**src/rtl/pulse_seq_pkg.sv**
```systemverilog
// pulse_seq_pkg: shared types for the pulse sequencer (state encoding, profile entry).
// Revision 1.0
`default_nettype none

package pulse_seq_pkg;

  typedef enum logic [2:0] {
    IDLE      = 3'd0,
    LAUNCH    = 3'd1,
    WAIT_BUSY = 3'd2,
    WAIT_DONE = 3'd3,
    NEXT      = 3'd4
  } seq_state_t;

  typedef struct packed {
    logic [31:0] delay;
    logic [31:0] width;
    logic [9:0]  rep;
  } pulse_entry_t;

  // The generator's down-counters wrap when loaded with zero.
  function automatic logic entry_launchable(input pulse_entry_t e);
    return (e.delay != 32'd0) && (e.width != 32'd0);
  endfunction

endpackage

`default_nettype wire

```
**src/rtl/pulse_seq_table.sv**
```systemverilog
// pulse_seq_table: profile storage, synchronous write, combinational read, cleared on reset.
// Revision 1.0
`default_nettype none

module pulse_seq_table
  import pulse_seq_pkg::*;
#(
  parameter int DEPTH = 4,
  localparam int IDX_W = $clog2(DEPTH)
) (
  input  logic               clk,
  input  logic               reset,
  input  logic               we,
  input  logic [IDX_W-1:0]   waddr,
  input  pulse_entry_t       wdata,
  input  logic [IDX_W-1:0]   raddr,
  output pulse_entry_t       rdata
);

  pulse_entry_t mem [DEPTH];

  always_ff @(posedge clk) begin
    if (reset) begin
      for (int i = 0; i < DEPTH; i++) begin
        mem[i] <= '0;
      end
    end else if (we) begin
      mem[waddr] <= wdata;
    end
  end

  assign rdata = mem[raddr];

endmodule

`default_nettype wire

```
**src/rtl/pulse_sequencer.sv**
```systemverilog
// pulse_sequencer: steps a pulse generator through a table of profiles.
// Optional looping over the sequence is compiled in with PULSE_SEQ_LOOP_EN. Revision 1.0
`default_nettype none

module pulse_sequencer
  import pulse_seq_pkg::*;
#(
  parameter int DEPTH = 4,
  localparam int IDX_W = $clog2(DEPTH)
) (
  input  logic             clk,
  input  logic             reset,
  input  logic             cfg_we,
  input  logic [IDX_W-1:0] cfg_addr,
  input  logic [31:0]      cfg_delay,
  input  logic [31:0]      cfg_width,
  input  logic [9:0]       cfg_rep,
  input  logic [IDX_W-1:0] last_idx,
  input  logic             go,
  input  logic             abort,
`ifdef PULSE_SEQ_LOOP_EN
  input  logic             loop,
`endif
  input  logic             gen_busy,
  output logic             gen_start,
  output logic [31:0]      gen_delay_cycles,
  output logic [31:0]      gen_pulse_width_cycles,
  output logic [9:0]       gen_repetition,
  output logic             gen_clear,
  output logic             busy,
  output logic [IDX_W-1:0] cur_idx,
  output logic             done,
  output logic             err
);

  seq_state_t       state, state_n;
  logic [IDX_W-1:0] idx_n;
  logic [IDX_W-1:0] last_q, last_n;
  logic             err_n;
  logic             wb_cnt, wb_n;
  logic             start_c, clear_c, done_c;
  pulse_entry_t     wr_entry, entry;

  assign wr_entry = '{delay: cfg_delay, width: cfg_width, rep: cfg_rep};

  // Writes are only accepted in IDLE so the active profile cannot change under the generator.
  pulse_seq_table #(.DEPTH(DEPTH)) u_table (
    .clk   (clk),
    .reset (reset),
    .we    (cfg_we && (state == IDLE)),
    .waddr (cfg_addr),
    .wdata (wr_entry),
    .raddr (cur_idx),
    .rdata (entry)
  );

  always_ff @(posedge clk) begin
    if (reset) begin
      state   <= IDLE;
      cur_idx <= '0;
      last_q  <= '0;
      err     <= 1'b0;
      wb_cnt  <= 1'b0;
    end else begin
      state   <= state_n;
      cur_idx <= idx_n;
      last_q  <= last_n;
      err     <= err_n;
      wb_cnt  <= wb_n;
    end
  end

  always_comb begin
    state_n = state;
    idx_n   = cur_idx;
    last_n  = last_q;
    err_n   = err;
    wb_n    = wb_cnt;
    start_c = 1'b0;
    clear_c = 1'b0;
    done_c  = 1'b0;
    if ((state != IDLE) && abort) begin
      clear_c = 1'b1;
      state_n = IDLE;
    end else begin
      case (state)
        IDLE: begin
          if (go && !abort) begin
            err_n   = 1'b0;
            idx_n   = '0;
            last_n  = last_idx;
            state_n = LAUNCH;
          end
        end
        LAUNCH: begin
          if (entry_launchable(entry)) begin
            start_c = 1'b1;
            wb_n    = 1'b0;
            state_n = WAIT_BUSY;
          end else begin
            err_n   = 1'b1;
            clear_c = 1'b1;
            state_n = IDLE;
          end
        end
        WAIT_BUSY: begin
          if (gen_busy) begin
            state_n = WAIT_DONE;
          end else if (wb_cnt) begin
            err_n   = 1'b1;
            state_n = IDLE;
          end else begin
            wb_n = 1'b1;
          end
        end
        WAIT_DONE: begin
          // rep == 0 runs forever, so only abort or reset can leave.
          if (!gen_busy && (entry.rep != 10'd0)) begin
            state_n = NEXT;
          end
        end
        NEXT: begin
          if (cur_idx != last_q) begin
            idx_n   = cur_idx + 1'b1;
            state_n = LAUNCH;
          end
`ifdef PULSE_SEQ_LOOP_EN
          else if (loop) begin
            idx_n   = '0;
            done_c  = 1'b1;
            state_n = LAUNCH;
          end
`endif
          else begin
            done_c  = 1'b1;
            state_n = IDLE;
          end
        end
        default: begin
          state_n = IDLE;
        end
      endcase
    end
  end

  assign gen_start = start_c && !reset;
  assign gen_clear = clear_c && !reset;
  assign done      = done_c && !reset;
  assign busy      = (state != IDLE);

  assign gen_delay_cycles       = busy ? entry.delay : 32'd0;
  assign gen_pulse_width_cycles = busy ? entry.width : 32'd0;
  assign gen_repetition         = busy ? entry.rep : 10'd0;

endmodule

`default_nettype wire

```
**config.mk**
```make
export PLATFORM = sky130hd
export DESIGN_NAME = pulse_sequencer
export DESIGN_NICKNAME = d
export VERILOG_FILES = /design/src/rtl/pulse_seq_pkg.sv /design/src/rtl/pulse_seq_table.sv /design/src/rtl/pulse_sequencer.sv
export SDC_FILE = /design/constraint.sdc
export NUM_CORES = 1
export LEC_CHECK = 0
export BUFFER_PORTS_ARGS = -buffer_cell sky130_fd_sc_hd__buf_2
export CAP_MARGIN = 0
export CORE_MARGIN = 4
export CORE_UTILIZATION = 59
export CTS_CLUSTER_DIAMETER = 40
export CTS_CLUSTER_SIZE = 40
export DETAILED_ROUTE_END_ITERATION = 16
export HOLD_SLACK_MARGIN = 0.12
export PLACE_DENSITY_LB_ADDON = 0.25
export SLEW_MARGIN = 0
export SYNTH_ARGS = -nofsm -noshare
export SYNTH_HDL_FRONTEND = slang
export SYNTH_SLANG_ARGS = --single-unit
```
**constraint.sdc**
```tcl
create_clock -name clk -period 6.62 [get_ports clk]
set_input_delay 0.331 -clock clk [delete_from_list [all_inputs] [get_ports clk]]
set_output_delay 0.331 -clock clk [all_outputs]
set_load 0.02 [all_outputs]
```
Word level (Yosys, flattened, before mapping)
Memory sizes are Yosys's and may differ from the RTL's. A register that Yosys moved wholly into a read port is not among the register bits.
Index checks and enable logic that the tools add are counted.
Cells by class
  add/subtract/negate cells: 1
  $mul: 0
  divide/modulo/power cells: 0
  order comparisons: 0
  eq/ne operators: 13
  shifts and indexed selects: 0
  muxes and demuxes: 40
  bitwise operators: 1
  reductions and logical operators: 26
Operators with widths (count)
  74-bit two-way mux: 1
  74-bit OR reduction: 1
  32-bit two-way mux: 2
  32-bit nonzero test: 2
  1-bit two-way mux: 22
  3-bit case mux with 5 select lines: 1
  2-bit two-way mux: 6
  3-bit two-way mux: 4
  2-bit != test, second input constant: 6
  10-bit two-way mux: 1
  10-bit nonzero test: 1
  1-bit logical AND: 8
  4-bit AND reduction: 2
  3-bit by 2-bit equality test with 1-bit output, second input constant: 2
  3-bit AND reduction: 2
  6-bit AND reduction: 1
  3-bit nonzero test: 2
  2-bit case mux with 2 select lines: 1
  2-bit nonzero test: 2
  3-bit by 1-bit equality test with 1-bit output, second input constant: 1
  3-bit equality test, second input constant: 1
  1-bit zero test: 3
  3-bit zero test: 1
  3-bit != test, second input constant: 1
  7 further kinds: 7
Word-level totals
  register bits after elaboration: 9
  latch bits: 0
  memory bits (writable): 296
  ROM bits: 0
  word-level logic and storage cells: 87
  memories: 1
Memories
  u_table.mem: depth 4, bits a word 74, read ports 1, clocked after Yosys merged registers in 1, wr ports 4, RTL line pulse_seq_table.sv:20  | pulse_entry_t mem [DEPTH];

Longest topological paths before layout
  depth after elaboration: 7
  depth in mapped cells: 8

By module
Synthesis repeated with hierarchy kept, for this count alone.
Unflattened totals
  cells, all modules: 899
  area total of the unflattened synthesis: 14063.5 µm²
By module, submodules not included
  pulse_seq_table: instances 1, cells an instance 724, area an instance 12841.1 µm², sequential area each 8888.5 µm²
  pulse_sequencer: instances 1, cells an instance 175, area an instance 1222.4 µm², sequential area each 180.2 µm²

Least setup slack after synthesis
No wires, ideal clock.
  kind: register to register
  start point: reg state[1]
  end point: mem u_table.mem[0][0] (netlist name) (enable)
  library setup time: 0.437 ns
  arrival: 3.202 ns
  required time: 6.183 ns
  slack: 2.981 ns
  stages on the path, launching flop included: 8
  buffers on the path: 2
  clock period less this slack: 3.639 ns
  cells stage by stage: dfxtp_1 > clkbuf_1 > nor3_1 > nand2_1 > or2_1 > nor3_1 > buf_2 > or2_1
RTL lines
  start: declaration: RTL line pulse_sequencer.sv:36  | seq_state_t state, state_n;
  start signal: assignment: RTL line pulse_sequencer.sv:65  | state <= state_n;
  end: declaration: RTL line pulse_seq_table.sv:20

==> results.tsv <==
metric	value	unit
status	finished, final reports clean	
Post-CTS Hold Fix Bufs	3	
master of the slowest instance on the critical path	dfxtp_4	
HP Start	cfg_width[8]	
final WL	31200	µm
First DRT Iteration DRCs	860	
R2R depth	6	
Compound-Gate Fraction of Synth Area	1.02	%
share of the yosys chip area belonging to registers	65.4	%
vias per cell	5.79	
Multi-input gate area	4580	µm²
synthesized cell area	13900	µm²
pin count of the biggest net entering global routing	79	
placed standard-cell area	15000	µm²
final worst slack	2.27	ns
Power Density	284	nW/µm²
chip width	162	µm
Core Region	22900	µm²
Worst EP required	6.29	ns
fin cells	1400	
CTS clk-pin slew, worst paths	0.05	ns
drt first pass iters	5	
max cap viols	0	
Register Area	9120	µm²
overall die height	162	µm
unrepaired setup endpoints after global routing	no	
Finish-stage setup viols	0	
Synthesized Nets	989	
ratio of cells with drive above 1 in the final layout	29.3	%
placed insts	1332	
crit path cell chain	buf_4 > mux4_2 > nor4_1 > nand4_1 > o22a_1 > o21ai_1 > buf_2	
antenna-violating nets left	0	
fin. max-slew vios	0	
final worst-path cycle share	65.8	%
clk sinks	307	
Synth Area in Simple Gates	19.2	%
CTS HTree Levels	2	
Async S/R FF share, synth	0	%
CP peak stage delay	0.85	ns
Post-synth top flop	edfxtp_1	
largest family of logic cells by synthesized area	simple AND/OR/NAND/NOR gates	
Yosys Warn Count	0	
Crit Reg-Reg Endpoint	err	
Worst path depth	7	
Max Buffers Root-to-Sink	3	
GP Congestion	0.868	
All-Layer GR Usage	24.3	%
Die ar.	26100	µm²
Synth top area share	63.8	%
final hold violation count	0	
GR Overflow Total	0	
Leakage	0.00624	µW
Adder-Cell Fraction of Synth Area	0	%
vias in the first global route	8434	
EDFF count, synth	296	
delay-heaviest family, CP	flip-flops	
DP HPWL	18100	µm
Setup CP Type	flop to primary output	
crit start category	flop	
Worst VDD drop	0.000226	V
Setup crit end kind	primary output	
setup bufs post-CTS	0	
CP Data Arrival Time	4.02	ns
Starting Density	60.8	%
FMAX	230	MHz
initial antenna violation count	4	
Clock Latency Late Sink	0.51	ns
TritonCTS Buffers	36	
fin area	16300	µm²
Vias	8105	
Final #Nets	1144	
Worst Skew	0.0123	ns
Netlist cell types	39	
area leader, netlist	edfxtp_1	
Post-Synth XOR/XNOR Area	0.126	%
Fin Setup TNS	0	ns
IO Pins	165	
DR DRC count	0	
synth top area cells	edfxtp_1, and2_1, mux4_2	
cts repair resizes	0	
Fill cells	1464	
Buffers on Ports	164	
area delta synth->final	16.6	%
CTS Root Cell	clkbuf_16	
# rows	55	
r2r setup slk	3.14	ns
Min-Delay Path Class	input port to flop	
first-pass GRT wire length	48600	µm
Synth Instances	905	
Hold WS	0.134	ns
synthesized flop and latch total	307	
Place WS	2.76	ns
Syn Area/Cell	15.4	µm²
Slew headroom	22.6	%
number of buffers and inverters on the critical path	2	
minimum clock period	4.35	ns
worst setup path end	gen_clear	
worst-path maximum fanout	40	
Least-Margin Pin Slew	1.16	ns
wire per inst	22.3	µm
share of synthesized area spent on multiplexers	12.2	%
TritonCTS clock tree	done	
-- metrics by stage --
step                total power [µW]  util (%)
CTS                             4640      70.9
global route                    4770      70.9
finish                          4620      70.9
floorplan                       2510         -
detailed placement              2640      65.4
global placement                2640      65.4
-- cell families (layout without fill, tap and decap cells) --
kind of cell,Yosys count,count (layout)
compound gates,20,20
other cells,0,2
mux,77,77
xor+xnor,2,2
flops,307,307
simple gates,436,436
buf+inv,63,243
-- flip-flops by register name, summed over array words and instances, names as in the netlist, named ones only --
name         cells
cur_idx          2
err              1
last_q           2
state            3
u_table.mem    296
wb_cnt           1
-- report_power, final --
part,leakage [µW],switching (µW),total [µW],internal [µW]
sequential,0.00317,33.4,2280,2250
clock,0.000590,755,2010,1250
combinational,0.00248,209,324,115
-- layer usage --
| metal | wire length [µm] | global-route usage [%] | part of all wire [%] |
|---|---|---|---|
| met1 | 12800 | 33.1 | 41 |
| met2 | 15600 | 40.8 | 50 |
| met3 | 2080 | 4.77 | 6.7 |
| met4 | 720 | 6.81 | 2.3 |
| met5 | 41 | 0 | 0.13 |
-- cell usage after synthesis (all sizes together), types with 2 or more instances --
library cell and count:
nor4 19, inv 2, a211oi 2, nand2 7, edfxtp 296, buf 28, o21ai 3, nand3 2
mux2i 3, a41o 2, dfxtp 11, or2 3, xnor2 2, and3 2, clkbuf 33, a21oi 5
and2 371, nand4 4, mux4 74, nor3 5, nor2 15, nor2b 3
-- cell usage in the layout, fill, tap and decap left out, types with 5 or more instances in the layout --
cell / synthesis / layout
nor4_1: 19 / 19
nor2_1: 15 / 14
buf_2: 16 / 164
nand2_1: 7 / 7
bufinv_16: 0 / 6
clkinv_1: 0 / 5
edfxtp_1: 296 / 296
mux4_2: 74 / 74
and2_1: 371 / 371
clkbuf_16: 0 / 37
buf_4: 1 / 11
a21oi_1: 5 / 5
dfxtp_1: 11 / 9
clkinv_2: 0 / 6
-- layout make-up --
type	instances	area share, %
Antenna cell	2	0.0308
Clock buffer	38	5.72
Clock inverter	25	1.81
Inverter	2	0.0462
Multi-Input combinational cell	535	28.2
Sequential cell	307	56.1
Tap cell	313	2.41
Timing Repair Buffer	178	5.74
-- how the worst min path moves through the flow --
stage | end | depth (start not counted) | slack (ns)
finish | u_table.mem[1][18] | 2 | 0.13
global route | u_table.mem[3][19] | 2 | 0.13
CTS | u_table.mem[1][19] | 2 | 0.12
detailed placement | err | 1 | 0.50
global placement | err | 1 | 0.49
floorplan | state[2] | 1 | 0.41
Note: power is estimated with default switching activity, not from simulation.
